<file path="config.mk">
export PLATFORM = sky130hd
export DESIGN_NAME = psum_drain
export DESIGN_NICKNAME = d
export VERILOG_FILES = /design/src/rtl/psum_drain_pkg.sv /design/src/rtl/psum_row_buf.sv /design/src/rtl/psum_drain.sv
export SDC_FILE = /design/constraint.sdc
export NUM_CORES = 1
export LEC_CHECK = 0
export ABC_AREA = 1
export BUFFER_PORTS_ARGS = -buffer_cell sky130_fd_sc_hd__buf_2
export CAP_MARGIN = 10
export CORE_UTILIZATION = 45
export CTS_CLUSTER_SIZE = 20
export DETAILED_ROUTE_END_ITERATION = 6
export MAX_ROUTING_LAYER = met4
export PLACE_DENSITY = 0.78
export SYNTH_ARGS = -nofsm -noshare
export SYNTH_HDL_FRONTEND = slang
export SYNTH_SLANG_ARGS = --single-unit
</file>
<file path="constraint.sdc">
create_clock -name clk -period 4.5 [get_ports clk]
set_clock_uncertainty 0.2 [all_clocks]
set_input_delay 0.9 -clock clk [delete_from_list [all_inputs] [get_ports clk]]
set_output_delay 0.9 -clock clk [all_outputs]
set_load 0.02 [all_outputs]
</file>
<file path="src/rtl/psum_drain_pkg.sv">
// Shared defaults and FSM encoding for the partial-sum drain block.
// Latency: n/a (declarations only).
// Backpressure: n/a.
package psum_drain_pkg;

    localparam int PSUM_DATA_WIDTH = 16;
    localparam int PSUM_NUM_PE     = 4;

    typedef enum logic {
        ST_IDLE  = 1'b0,
        ST_DRAIN = 1'b1
    } drain_state_t;

endpackage

</file>
<file path="src/rtl/psum_row_buf.sv">
// Row buffer: holds one full row of PE partial sums, loaded on i_load.
// Latency: one cycle from i_load to o_q.
// Backpressure: none; the owner decides when loading is allowed.
module psum_row_buf #(
    parameter int WIDTH = 64
) (
    input  logic             i_clk,
    input  logic             i_rst_n,
    input  logic             i_load,
    input  logic [WIDTH-1:0] i_d,
    output logic [WIDTH-1:0] o_q
);

    logic [WIDTH-1:0] r_q;

    // Capture the incoming row whenever a load is granted.
    always_ff @(posedge i_clk or negedge i_rst_n) begin
        if (!i_rst_n) begin
            r_q <= '0;
        end else if (i_load) begin
            r_q <= i_d;
        end
    end

    assign o_q = r_q;

endmodule

</file>
<file path="src/rtl/psum_drain.sv">
// Latches a row of PE partial sums and streams it out one element per transfer.
// Latency: capture at cycle t gives element 0 valid at t+1; zero bubbles between rows.
// Backpressure: out_ready=0 holds the current element; captures while draining are dropped.
module psum_drain
    import psum_drain_pkg::*;
#(
    parameter int DATA_WIDTH = PSUM_DATA_WIDTH,
    parameter int NUM_PE     = PSUM_NUM_PE
) (
    input  logic                         clk,
    input  logic                         rst_n,
    input  logic                         capture,
    input  logic [NUM_PE*DATA_WIDTH-1:0] psum_row,
    input  logic                         out_ready,
    output logic                         out_valid,
    output logic [DATA_WIDTH-1:0]        out_data,
    output logic                         out_last,
    output logic                         busy,
    output logic                         drop_err
);

    localparam int                IDX_W    = $clog2(NUM_PE);
    localparam logic [IDX_W-1:0]  LAST_IDX = IDX_W'(NUM_PE - 1);

    drain_state_t                  r_state;
    drain_state_t                  w_next_state;
    logic [IDX_W-1:0]              r_idx;
    logic [IDX_W-1:0]              w_next_idx;
    logic                          r_drop_err;
    logic                          w_drop;
    logic                          w_load;
    logic                          w_busy;
    logic                          w_xfer;
    logic                          w_is_last;
    logic [NUM_PE*DATA_WIDTH-1:0]  w_row;
    logic [DATA_WIDTH-1:0]         w_elem;

    psum_row_buf #(
        .WIDTH (NUM_PE*DATA_WIDTH)
    ) u_row_buf (
        .i_clk   (clk),
        .i_rst_n (rst_n),
        .i_load  (w_load),
        .i_d     (psum_row),
        .o_q     (w_row)
    );

    assign w_busy    = (r_state == ST_DRAIN);
    assign w_is_last = (r_idx == LAST_IDX);
    assign w_xfer    = w_busy & out_ready;

    // State, element index and drop pulse registers.
    always_ff @(posedge clk or negedge rst_n) begin
        if (!rst_n) begin
            r_state    <= ST_IDLE;
            r_idx      <= '0;
            r_drop_err <= 1'b0;
        end else begin
            r_state    <= w_next_state;
            r_idx      <= w_next_idx;
            r_drop_err <= w_drop;
        end
    end

    // Next state: accept a row when idle or on the final transfer, otherwise refuse it.
    always_comb begin
        w_next_state = r_state;
        w_next_idx   = r_idx;
        w_load       = 1'b0;
        w_drop       = 1'b0;
        case (r_state)
            ST_IDLE: begin
                if (capture) begin
                    w_next_state = ST_DRAIN;
                    w_next_idx   = '0;
                    w_load       = 1'b1;
                end
            end
            ST_DRAIN: begin
                if (w_xfer && w_is_last) begin
                    w_next_idx = '0;
                    if (capture) begin
                        w_load = 1'b1;
                    end else begin
                        w_next_state = ST_IDLE;
                    end
                end else begin
                    if (w_xfer) begin
                        w_next_idx = r_idx + IDX_W'(1);
                    end
                    if (capture) begin
                        w_drop = 1'b1;
                    end
                end
            end
            default: begin
                w_next_state = ST_IDLE;
                w_next_idx   = '0;
            end
        endcase
    end

    // Element select; forced to zero while nothing is held so stale rows never leak out.
    always_comb begin
        w_elem = '0;
        if (w_busy) begin
            for (int k = 0; k < NUM_PE; k++) begin
                if (r_idx == IDX_W'(k)) begin
                    w_elem = w_row[k*DATA_WIDTH +: DATA_WIDTH];
                end
            end
        end
    end

    assign busy      = w_busy;
    assign out_valid = w_busy;
    assign out_data  = w_elem;
    assign out_last  = w_busy & w_is_last;
    assign drop_err  = r_drop_err;

endmodule

</file>
==> flow_summary.json, run 1 <==
{
  "final_antenna_net_count": 0,
  "clk_pin_slew_ns": 0.08,
  "die_h_um": 89.5,
  "htreeDepth": 3,
  "routedWlPerCell_um": 15.0,
  "layout_common_cells": "nand2_1, buf_2, nand3_1, dfrtp_1, a21oi_1",
  "synth-seq-cells": 68,
  "place_congestion": 0.985,
  "hp-class": "flip-flop to flip-flop",
  "synth_area_leader_cell": "dfrtp_1",
  "cts_tree": "built",
  "worstPathCellList": "inv_1, ha_1, inv_1, nor2_1, nor2_1, nand2_1, nand2_1, buf_2",
  "dieArea_sq_mm": 0.00802,
  "syn-cell-area_sq_mm": 0.00345,
  "cts-buffers-inserted": 9,
  "fin_util_pct": 54.7,
  "placed_cells": 602,
  "nets": 586,
  "path_depth": 8,
  "setup_viol": 0,
  "yosysSeqAreaShare_pct": 49.3,
  "grt_start_max_net_pins": 68,
  "reg2reg_slack_ns": 1.69,
  "grt_pass1_vias": 3123,
  "hpwlAfterDp_um": 6530,
  "syn_nets": 519,
  "total_power_mw": 2.93,
  "cap_violations": 0,
  "ir_worst_vdd_mv": 0.344,
  "drt_wl_total_um": 9250,
  "end_kind": "output port",
  "fmax_mhz": 287,
  "clock-sinks": 68,
  "slowest_stage": "ha_1",
  "intPower_mw": 1.63,
  "num_vias": 3242,
  "initial_core_util_pct": 47.0,
  "drive_gt1_share_pct": 21.0,
  "drc_errors": 0,
  "critPathTopFamily": "buffers and inverters",
  "syn_inst": 447,
  "core_sq_mm": 0.00733,
  "cp_num_buf_inv": 3,
  "total_leakage_power_nw": 2.24,
  "tns_ns": 0,
  "antenna_found_initial": 0,
  "yosysTopAreaCellShare_pct": 49.3,
  "slew_violations": 0,
  "grt_overflow": 0,
  "p_seq_share_pct": 36.9,
  "fin_cells": 618,
  "crit_fanout": 17,
  "p_clk_share_pct": 19.6,
  "num_rows": 31,
  "pwr-share-comb_pct": 43.5,
  "yosys_warnings": 0,
  "worst_setup_path_start_kind": "flip-flop",
  "placed_area_sq_mm": 0.00379,
  "postLayoutCellArea_sq_mm": 0.00401,
  "layout_commonest_cell": "nand2_1",
  "worstPathArrival_ns": 2.38,
  "power.switching_mw": 1.30,
  "yosysUniqueCellTypes": 17,
  "power_density_mw_per_mm2": 731,
  "cts_setup_buffers": 0,
  "timing.final.hold_violations": 0,
  "io_buffers": 87,
  "grtUsageTotal_pct": 25.7,
  "synth.area.top_cells": "dfrtp_1, nand2_1, nand3_1",
  "io_pins": 88,
  "outcome": "finished, final reports clean",
  "register_area_sq_mm": 0.00170,
  "cp.required_ns": 3.40,
  "reg2regPathDepth": 6,
  "swShare_pct": 44.4,
  "via_per_inst": 5.25,
  "drt_iter0_drc": 271,
  "hold_buffers": 0,
  "avgSynthCellArea_sq_um": 7.71,
  "num_antenna_cells": 0,
  "clk-insertion-delay-late_ns": 0.36,
  "grt_setup_unrepaired": "false",
  "die_x_um": 89.5,
  "fin_crit_sh_pct": 77.4,
  "root_buffer": "clkbuf_8",
  "cts_resized": 0,
  "max-clock-path-buffers": 2,
  "syn_to_final_growth_pct": 16.3,
  "nFillCells": 708,
  "whs_path_depth": 2,
  "grt_pass1_wl_um": 14800,
  "firstDrtPassIters": 7,
  "max_stage_delay_ns": 0.56,
  "worst_slew_pin_slew_ns": 0.935,
  "timing.final.crit_period_ns": 3.48,
  "crit_type": "flip-flop to output port",
  "multi_input_area_sq_mm": 0.00143,
  "slew_headroom_pct": 37.7
}
power by group through the flow:
stage | logic [mW] | registers, mW | clock network [mW]
floorplan | 0.982 | 1.01 | 0
global route | 1.45 | 1.11 | 0.607
CTS | 1.28 | 1.07 | 0.580
global placement | 1.24 | 1.07 | 0
detailed placement | 1.27 | 1.08 | 0
finish | 1.28 | 1.08 | 0.574
worst paths after layout:
path / from / end
setup / recovery: r_idx[0]$_DFFE_PN0P_ / out_data[15]
hold / removal: u_row_buf.o_q[51]$_DFFE_PN0P_ / u_row_buf.o_q[51]$_DFFE_PN0P_
setup reg to reg: r_idx[0]$_DFFE_PN0P_ / u_row_buf.o_q[41]$_DFFE_PN0P_
hold reg to reg: u_row_buf.o_q[51]$_DFFE_PN0P_ / u_row_buf.o_q[51]$_DFFE_PN0P_
max in group asynchronous: rst_n / u_row_buf.o_q[24]$_DFFE_PN0P_
min in group asynchronous: rst_n / u_row_buf.o_q[37]$_DFFE_PN0P_
area by class of cell:
| type | instances | share of cell area [%] |
|---|---|---|
| inverter | 22 | 2.06 |
| sequential | 68 | 42.4 |
| tap | 99 | 3.09 |
| clock buffer | 10 | 3.43 |
| timing repair buffer | 89 | 11.2 |
| clock inverter | 6 | 2.18 |
| multi-input combinational | 324 | 35.6 |
per-layer routing:
layer  track usage, %  share of wire, %  wire [um]
met1             33.3                42       3920
met2             40.3                49       4520
met3             5.54               6.6        609
met4             8.51               2.1        192
met5                -                 0          0
flip-flops by register name, indices dropped and copies added (netlist names):
register       count
busy               1
drop_err           1
r_idx              2
u_row_buf.o_q     64
cells by family (layout without fill, tap and decap cells):
kind of cell / Yosys count / in the layout / synth area share (%)
compound gates: 47 / 47 / 6.82
fa+ha+maj: 4 / 4 / 1.45
buf+inv: 55 / 127 / 9.25
flops: 68 / 68 / 49.3
simple gates: 273 / 273 / 33.1
worst reg2reg max path, delay by kind of cell, from the launching register on:
family	cells	cell delay, ns
DFF	1	0.38
adders and majority gates	1	0.59
and+or+nand+nor	5	1.53
metrics by stage:
step	worst slack [ns]	hold WS [ns]
6_report	1.02	0.274
3_5_place_dp	1.43	0.256
5_1_grt	0.769	0.303
3_3_place_gp	1.52	0.251
4_1_cts	1.03	0.275
2_1_floorplan	1.93	0.237
synthesized netlist by cell type, drive strengths merged:
library cell and instances:
nor2 6, nand2 187, dfrtp 68, o21ai 17, ha 4, nand3 80
clkbuf 3, a21oi 30, inv 22, buf 30
No activity file was read; power rests on OpenSTA's default activity.
==> run 2: changes to the inputs <==
==> constraint.sdc (replaced) <==
create_clock -name clk -period 3.6 [get_ports clk]
set_clock_uncertainty 0.2 [all_clocks]
set_input_delay 0.72 -clock clk [delete_from_list [all_inputs] [get_ports clk]]
set_output_delay 0.72 -clock clk [all_outputs]
set_load 0.02 [all_outputs]
==> run 2 against run 1 <==
Effect of this change: via count is 0.96% lower; first-iteration DRC count is 3.3% higher; clock power is 36% higher; clock-buffer cell count is 1 lower; sequential power is 24% higher; sequential share of layout area is 0.63 points lower; non-clock buffer count is 5 higher; largest power group unchanged.
==> flow_summary.json, run 2 (synthesis results as in run 1) <==
{
  "intPower_mw": 2.11,
  "grt_pass1_vias": 3037,
  "end_kind": "output port",
  "num_vias": 3211,
  "drc_errors": 0,
  "antenna_found_initial": 0,
  "grt_overflow": 0,
  "layout_commonest_cell": "nand2_1",
  "cts_setup_buffers": 0,
  "nets": 591,
  "drt_wl_total_um": 8990,
  "root_buffer": "clkbuf_8",
  "htreeDepth": 3,
  "nFillCells": 685,
  "via_per_inst": 5.15,
  "setup_viol": 0,
  "pwr-share-comb_pct": 43.2,
  "layout_common_cells": "nand2_1, buf_2, nand3_1, dfrtp_1, a21oi_1",
  "initial_core_util_pct": 47.0,
  "worstPathArrival_ns": 2.19,
  "fin_util_pct": 55.5,
  "ir_worst_vdd_mv": 0.441,
  "swShare_pct": 43.3,
  "drive_gt1_share_pct": 21.8,
  "routedWlPerCell_um": 14.4,
  "num_rows": 31,
  "place_congestion": 0.924,
  "outcome": "finished, final reports clean",
  "crit_type": "flip-flop to output port",
  "cts_resized": 0,
  "die_h_um": 89.5,
  "clk-insertion-delay-late_ns": 0.35,
  "grt_setup_unrepaired": "false",
  "core_sq_mm": 0.00733,
  "num_antenna_cells": 0,
  "final_antenna_net_count": 0,
  "hp-class": "input port to async pin",
  "p_seq_share_pct": 35.9,
  "io_pins": 88,
  "placed_cells": 607,
  "io_buffers": 87,
  "total_leakage_power_nw": 2.28,
  "worst_setup_path_start_kind": "flip-flop",
  "register_area_sq_mm": 0.00170,
  "syn_to_final_growth_pct": 18.1,
  "cts-buffers-inserted": 9,
  "tns_ns": 0,
  "firstDrtPassIters": 5,
  "timing.final.crit_period_ns": 3.11,
  "cts_tree": "built",
  "postLayoutCellArea_sq_mm": 0.00407,
  "slew_violations": 0,
  "hpwlAfterDp_um": 6310,
  "p_clk_share_pct": 21.0,
  "multi_input_area_sq_mm": 0.00143,
  "placed_area_sq_mm": 0.00382,
  "grt_start_max_net_pins": 67,
  "dieArea_sq_mm": 0.00802,
  "worst_slew_pin_slew_ns": 0.773,
  "timing.final.hold_violations": 0,
  "hold_buffers": 0,
  "power_density_mw_per_mm2": 915,
  "grt_pass1_wl_um": 14500,
  "clk_pin_slew_ns": 0.08,
  "crit_fanout": 17,
  "fin_crit_sh_pct": 86.3,
  "slew_headroom_pct": 48.5,
  "cap_violations": 0,
  "power.switching_mw": 1.61,
  "clock-sinks": 68,
  "fmax_mhz": 322,
  "drt_iter0_drc": 280,
  "reg2reg_slack_ns": 1.46,
  "largest_reg_flops": 64,
  "max-clock-path-buffers": 2,
  "fin_cells": 623,
  "grtUsageTotal_pct": 24.9,
  "cp.required_ns": 2.68,
  "die_x_um": 89.5
}
run 2: cell count changes in the layout (fill, tap and decap cells not counted):
cell,previous run,this run
buf_4,2,7
bufinv_16,2,3
clkbuf_8,10,9
clkinv_2,1,0
clkinv_4,0,2
clkinvlp_4,3,1
inv_6,0,1
run 2: path summary, 6_finish.rpt:
kind | start | endpoint | depth (start not counted)
min in group clk | u_row_buf.o_q[48]$_DFFE_PN0P_ | u_row_buf.o_q[48]$_DFFE_PN0P_ | 2
hold / removal | rst_n | u_row_buf.o_q[30]$_DFFE_PN0P_ | 1
max in group asynchronous | rst_n | u_row_buf.o_q[10]$_DFFE_PN0P_ | 2
setup reg to reg | r_idx[1]$_DFFE_PN0P_ | u_row_buf.o_q[1]$_DFFE_PN0P_ | 7
hold reg to reg | u_row_buf.o_q[48]$_DFFE_PN0P_ | u_row_buf.o_q[48]$_DFFE_PN0P_ | 2
setup / recovery | r_idx[0]$_DFFE_PN0P_ | out_data[9] | 7
run 2: layer usage:
layer / vias up / track usage (%) / part of all wire [%]
met5: - / - / 0
met2: 108 / 38.2 / 49
met3: 20 / 4.99 / 5.9
met1: 1513 / 33.2 / 43
li1: 1570 / - / -
met4: 0 / 7.65 / 1.9
run 2: final cells by class:
cell class              count  area share (%)
clock buffers               9            3.04
clock inverters             7            3.04
flip-flops and latches     68            41.8
multi-input cells         324            35.1
repair buffers             94            12.0
inverters                  22            2.03
well taps                  99            3.04
run 2: critical path: stages, from the launching register on:
cell and delay, ns:
dfrtp_1 0.39, inv_1 0.10, ha_1 0.20, buf_4 0.19
inv_1 0.36, nand3_1 0.14, a21oi_1 0.24, buf_2 0.21
run 2: power groups by stage:
| stage | clock network, mW | logic, mW | registers (mW) |
|---|---|---|---|
| floorplan | 0 | 1.23 | 1.26 |
| global placement | 0 | 1.57 | 1.33 |
| detailed placement | 0 | 1.60 | 1.34 |
| CTS | 0.787 | 1.61 | 1.33 |
| global route | 0.824 | 1.81 | 1.37 |
| finish | 0.780 | 1.61 | 1.34 |
run 2: per-stage QoR:
step                power [mW]  hold slack [ns]  setup slack (ns)
floorplan                 2.49            0.224              1.21
global placement          2.90            0.252              1.01
detailed placement        2.94            0.256             0.944
CTS                       3.72            0.138             0.557
global route              4.00            0.153             0.406
finish                    3.72            0.133             0.495
==> run 3: changes to the inputs <==
--- a/config.mk
+++ b/config.mk
@@ -11,8 +11,9 @@
 export CORE_UTILIZATION = 45
 export CTS_CLUSTER_SIZE = 20
 export DETAILED_ROUTE_END_ITERATION = 6
-export MAX_ROUTING_LAYER = met4
-export PLACE_DENSITY = 0.78
+export PLACE_DENSITY = 0.79
+export SETUP_SLACK_MARGIN = 0.3
 export SYNTH_ARGS = -nofsm -noshare
 export SYNTH_HDL_FRONTEND = slang
+export SYNTH_HIERARCHICAL = 1
 export SYNTH_SLANG_ARGS = --single-unit
==> run 3 against run 2 <==
Effect of this change: wire length is 11% lower; total power is 9.3% lower; synthesized area is 3.4% lower; cell count is 0.96% lower; clock-buffer cell count is 5 higher; combinational power is 5% lower; highest routed layer unchanged.
==> flow_summary.json, run 3 <==
{
  "via_per_inst": 4.80,
  "yosysSeqAreaShare_pct": 51.1,
  "whs_path_depth": 2,
  "intPower_mw": 1.90,
  "num_antenna_cells": 0,
  "hold_start": "u_row_buf/o_q[59]$_DFFE_PN0P_",
  "synth.area.top_cells": "dfrtp_1, nand2_1, a21oi_1",
  "cts-buffers-inserted": 9,
  "max-clock-path-buffers": 2,
  "swShare_pct": 43.8,
  "syn_inst": 440,
  "setup_viol": 0,
  "io_buffers": 87,
  "cts_setup_buffers": 0,
  "drc_errors": 0,
  "syn_nets": 512,
  "grt_pass1_wl_um": 13200,
  "timing.final.crit_period_ns": 2.99,
  "min_to": "u_row_buf/o_q[59]$_DFFE_PN0P_",
  "use_met2_pct": 38.7,
  "dp_slack_ns": 0.895,
  "end_kind": "output port",
  "num_rows": 30,
  "async_flop_share_pct": 100,
  "synth_area_leader_cell": "dfrtp_1",
  "hold_buffers": 0,
  "crit_fanout": 13,
  "slew_violations": 0,
  "clk-insertion-delay-late_ns": 0.33,
  "drt_iter0_drc": 190,
  "cp.required_ns": 2.68,
  "layout_common_cells": "nand2_1, buf_2, dfrtp_1, a21oi_1, inv_1",
  "reg2reg_slack_ns": 1.20,
  "final_antenna_net_count": 0,
  "drive_gt1_share_pct": 20.7,
  "drt_wl_total_um": 7990,
  "tns_ns": 0,
  "nets": 588,
  "core_sq_mm": 0.00698,
  "htreeDepth": 3,
  "slew_headroom_pct": 31.8,
  "power_density_mw_per_mm2": 873,
  "fin_cells": 617,
  "antenna_found_initial": 0,
  "total_leakage_power_nw": 2.23,
  "synth-edff-count": 0,
  "outcome": "finished, final reports clean",
  "fin_util_pct": 55.4,
  "r2r_end": "u_row_buf/o_q[25]$_DFFE_PN0P_",
  "worstPathArrival_ns": 2.07,
  "cap_violations": 0,
  "io_pins": 88,
  "r2r_start": "r_idx[0]$_DFFE_PN0P_",
  "synth_ff_type": "dfrtp_1",
  "setup_ws_ns": 0.610,
  "use_met3_pct": 6.79,
  "largest_reg_flops": 64,
  "placed_cells": 601,
  "worst_slew_pin_slew_ns": 1.02,
  "clock-sinks": 68,
  "p_clk_share_pct": 15.8,
  "crit_type": "flip-flop to output port",
  "reg2regPathDepth": 6,
  "yosys_warnings": 6,
  "fmax_mhz": 334,
  "die_x_um": 88.0,
  "yosysTopAreaCellShare_pct": 51.1,
  "worst_setup_path_start_kind": "flip-flop",
  "yosysUniqueCellTypes": 16,
  "clk_pin_slew_ns": 0.07,
  "syn_to_final_growth_pct": 16.2,
  "grt_setup_unrepaired": "false",
  "hp-class": "flip-flop to flip-flop",
  "p_seq_share_pct": 39.0,
  "avgSynthCellArea_sq_um": 7.57,
  "grt_overflow": 0,
  "dieArea_sq_mm": 0.00775,
  "synthTopCellsByCount": "nand2_1, dfrtp_1, a21oi_1, inv_1, nand3_1",
  "gr-usage-met1_pct": 27.8,
  "firstDrtPassIters": 4,
  "routedWlPerCell_um": 12.9,
  "cts_resized": 0,
  "cts_tree": "built",
  "synth-seq-cells": 68,
  "layout_commonest_cell": "nand2_1",
  "syn-cell-area_sq_mm": 0.00333,
  "synth.most_common_cell": "nand2_1",
  "die_h_um": 88.0,
  "power.switching_mw": 1.48,
  "grt_pass1_vias": 2891,
  "initial_core_util_pct": 47.7,
  "place_congestion": 0.931,
  "fin_crit_sh_pct": 83.1,
  "hpwlAfterDp_um": 5600,
  "root_buffer": "clkbuf_8",
  "grtUsageTotal_pct": 22.8,
  "grt_start_max_net_pins": 69,
  "ir_worst_vdd_mv": 0.475,
  "pwr-share-comb_pct": 45.3,
  "num_vias": 2961,
  "timing.final.hold_violations": 0,
  "grt-busiest-layer": "met2"
}
run 3: cell types whose count changed in the layout (fill, tap and decap cells not counted), sizes merged:
cell / change
nand2: +67
o21ai: -2
buf: -4
clkinv: +1
bufinv: -3
clkinvlp: -1
clkbuf: +5
nor2: +4
a21oi: -1
inv: -3
nand3: -66
run 3: how the worst max path moves through the flow:
stage	slack (ns)	start	depth (start not counted)	endpoint
after floorplan	1.31	r_idx[0]$_DFFE_PN0P_	7	out_data[10]
after global placement	1.01	r_idx[1]$_DFFE_PN0P_	7	out_data[5]
after detailed placement	0.90	r_idx[1]$_DFFE_PN0P_	7	out_data[4]
after CTS	0.49	r_idx[1]$_DFFE_PN0P_	7	out_data[4]
after global routing	0.38	r_idx[0]$_DFFE_PN0P_	9	out_data[7]
final	0.61	r_idx[0]$_DFFE_PN0P_	9	out_data[2]
run 3: routing by layer:
metal / wire length, um / part of all wire [%]
met1: 3380 / 42
met2: 4060 / 51
met3: 412 / 5.2
met4: 138 / 1.7
met5: 0 / 0
run 3: kinds of logic after synthesis:
| kind of cell | count (synthesis) | share of synthesized area, % |
|---|---|---|
| and+or+nand+nor | 278 | 31.9 |
| DFF | 68 | 51.1 |
| buffers and inverters | 46 | 8.94 |
| AOI/OAI and AO/OA | 44 | 6.61 |
| adders and majority gates | 4 | 1.50 |
run 3: power groups by stage:
stage	combinational, mW	clock (mW)	sequential [mW]
after floorplan	1.18	0	1.26
after global placement	1.48	0	1.31
after detailed placement	1.52	0	1.33
after CTS	1.53	0.549	1.31
after global routing	1.74	0.581	1.36
final	1.53	0.533	1.32
run 3: per-stage QoR:
| step | hold WS [ns] | area, sq um | total power [mW] |
|---|---|---|---|
| 2_1_floorplan | 0.224 | 3330 | 2.44 |
| 6_report | 0.272 | 3870 | 3.38 |
| 3_5_place_dp | 0.253 | 3700 | 2.85 |
| 3_3_place_gp | 0.252 | 3700 | 2.79 |
| 4_1_cts | 0.271 | 3870 | 3.40 |
| 5_1_grt | 0.291 | 3870 | 3.68 |
run 3: area by class of cell:
class	count	area, sq um
clock buffer	14	153
fill	686	3110
tap	96	120
inverter	21	82.6
sequential	68	1700
timing repair buffer	90	458
clock inverter	2	10.0
multi-input combinational	326	1350
run 3: critical path, cell delays in order, from the launching register on:
cell	delay [ns]
dfrtp_1	0.40
inv_1	0.14
ha_1	0.47
inv_1	0.08
nor2_1	0.20
nand2_1	0.09
nand2_1	0.08
nand2_1	0.05
nand2_1	0.06
buf_2	0.16
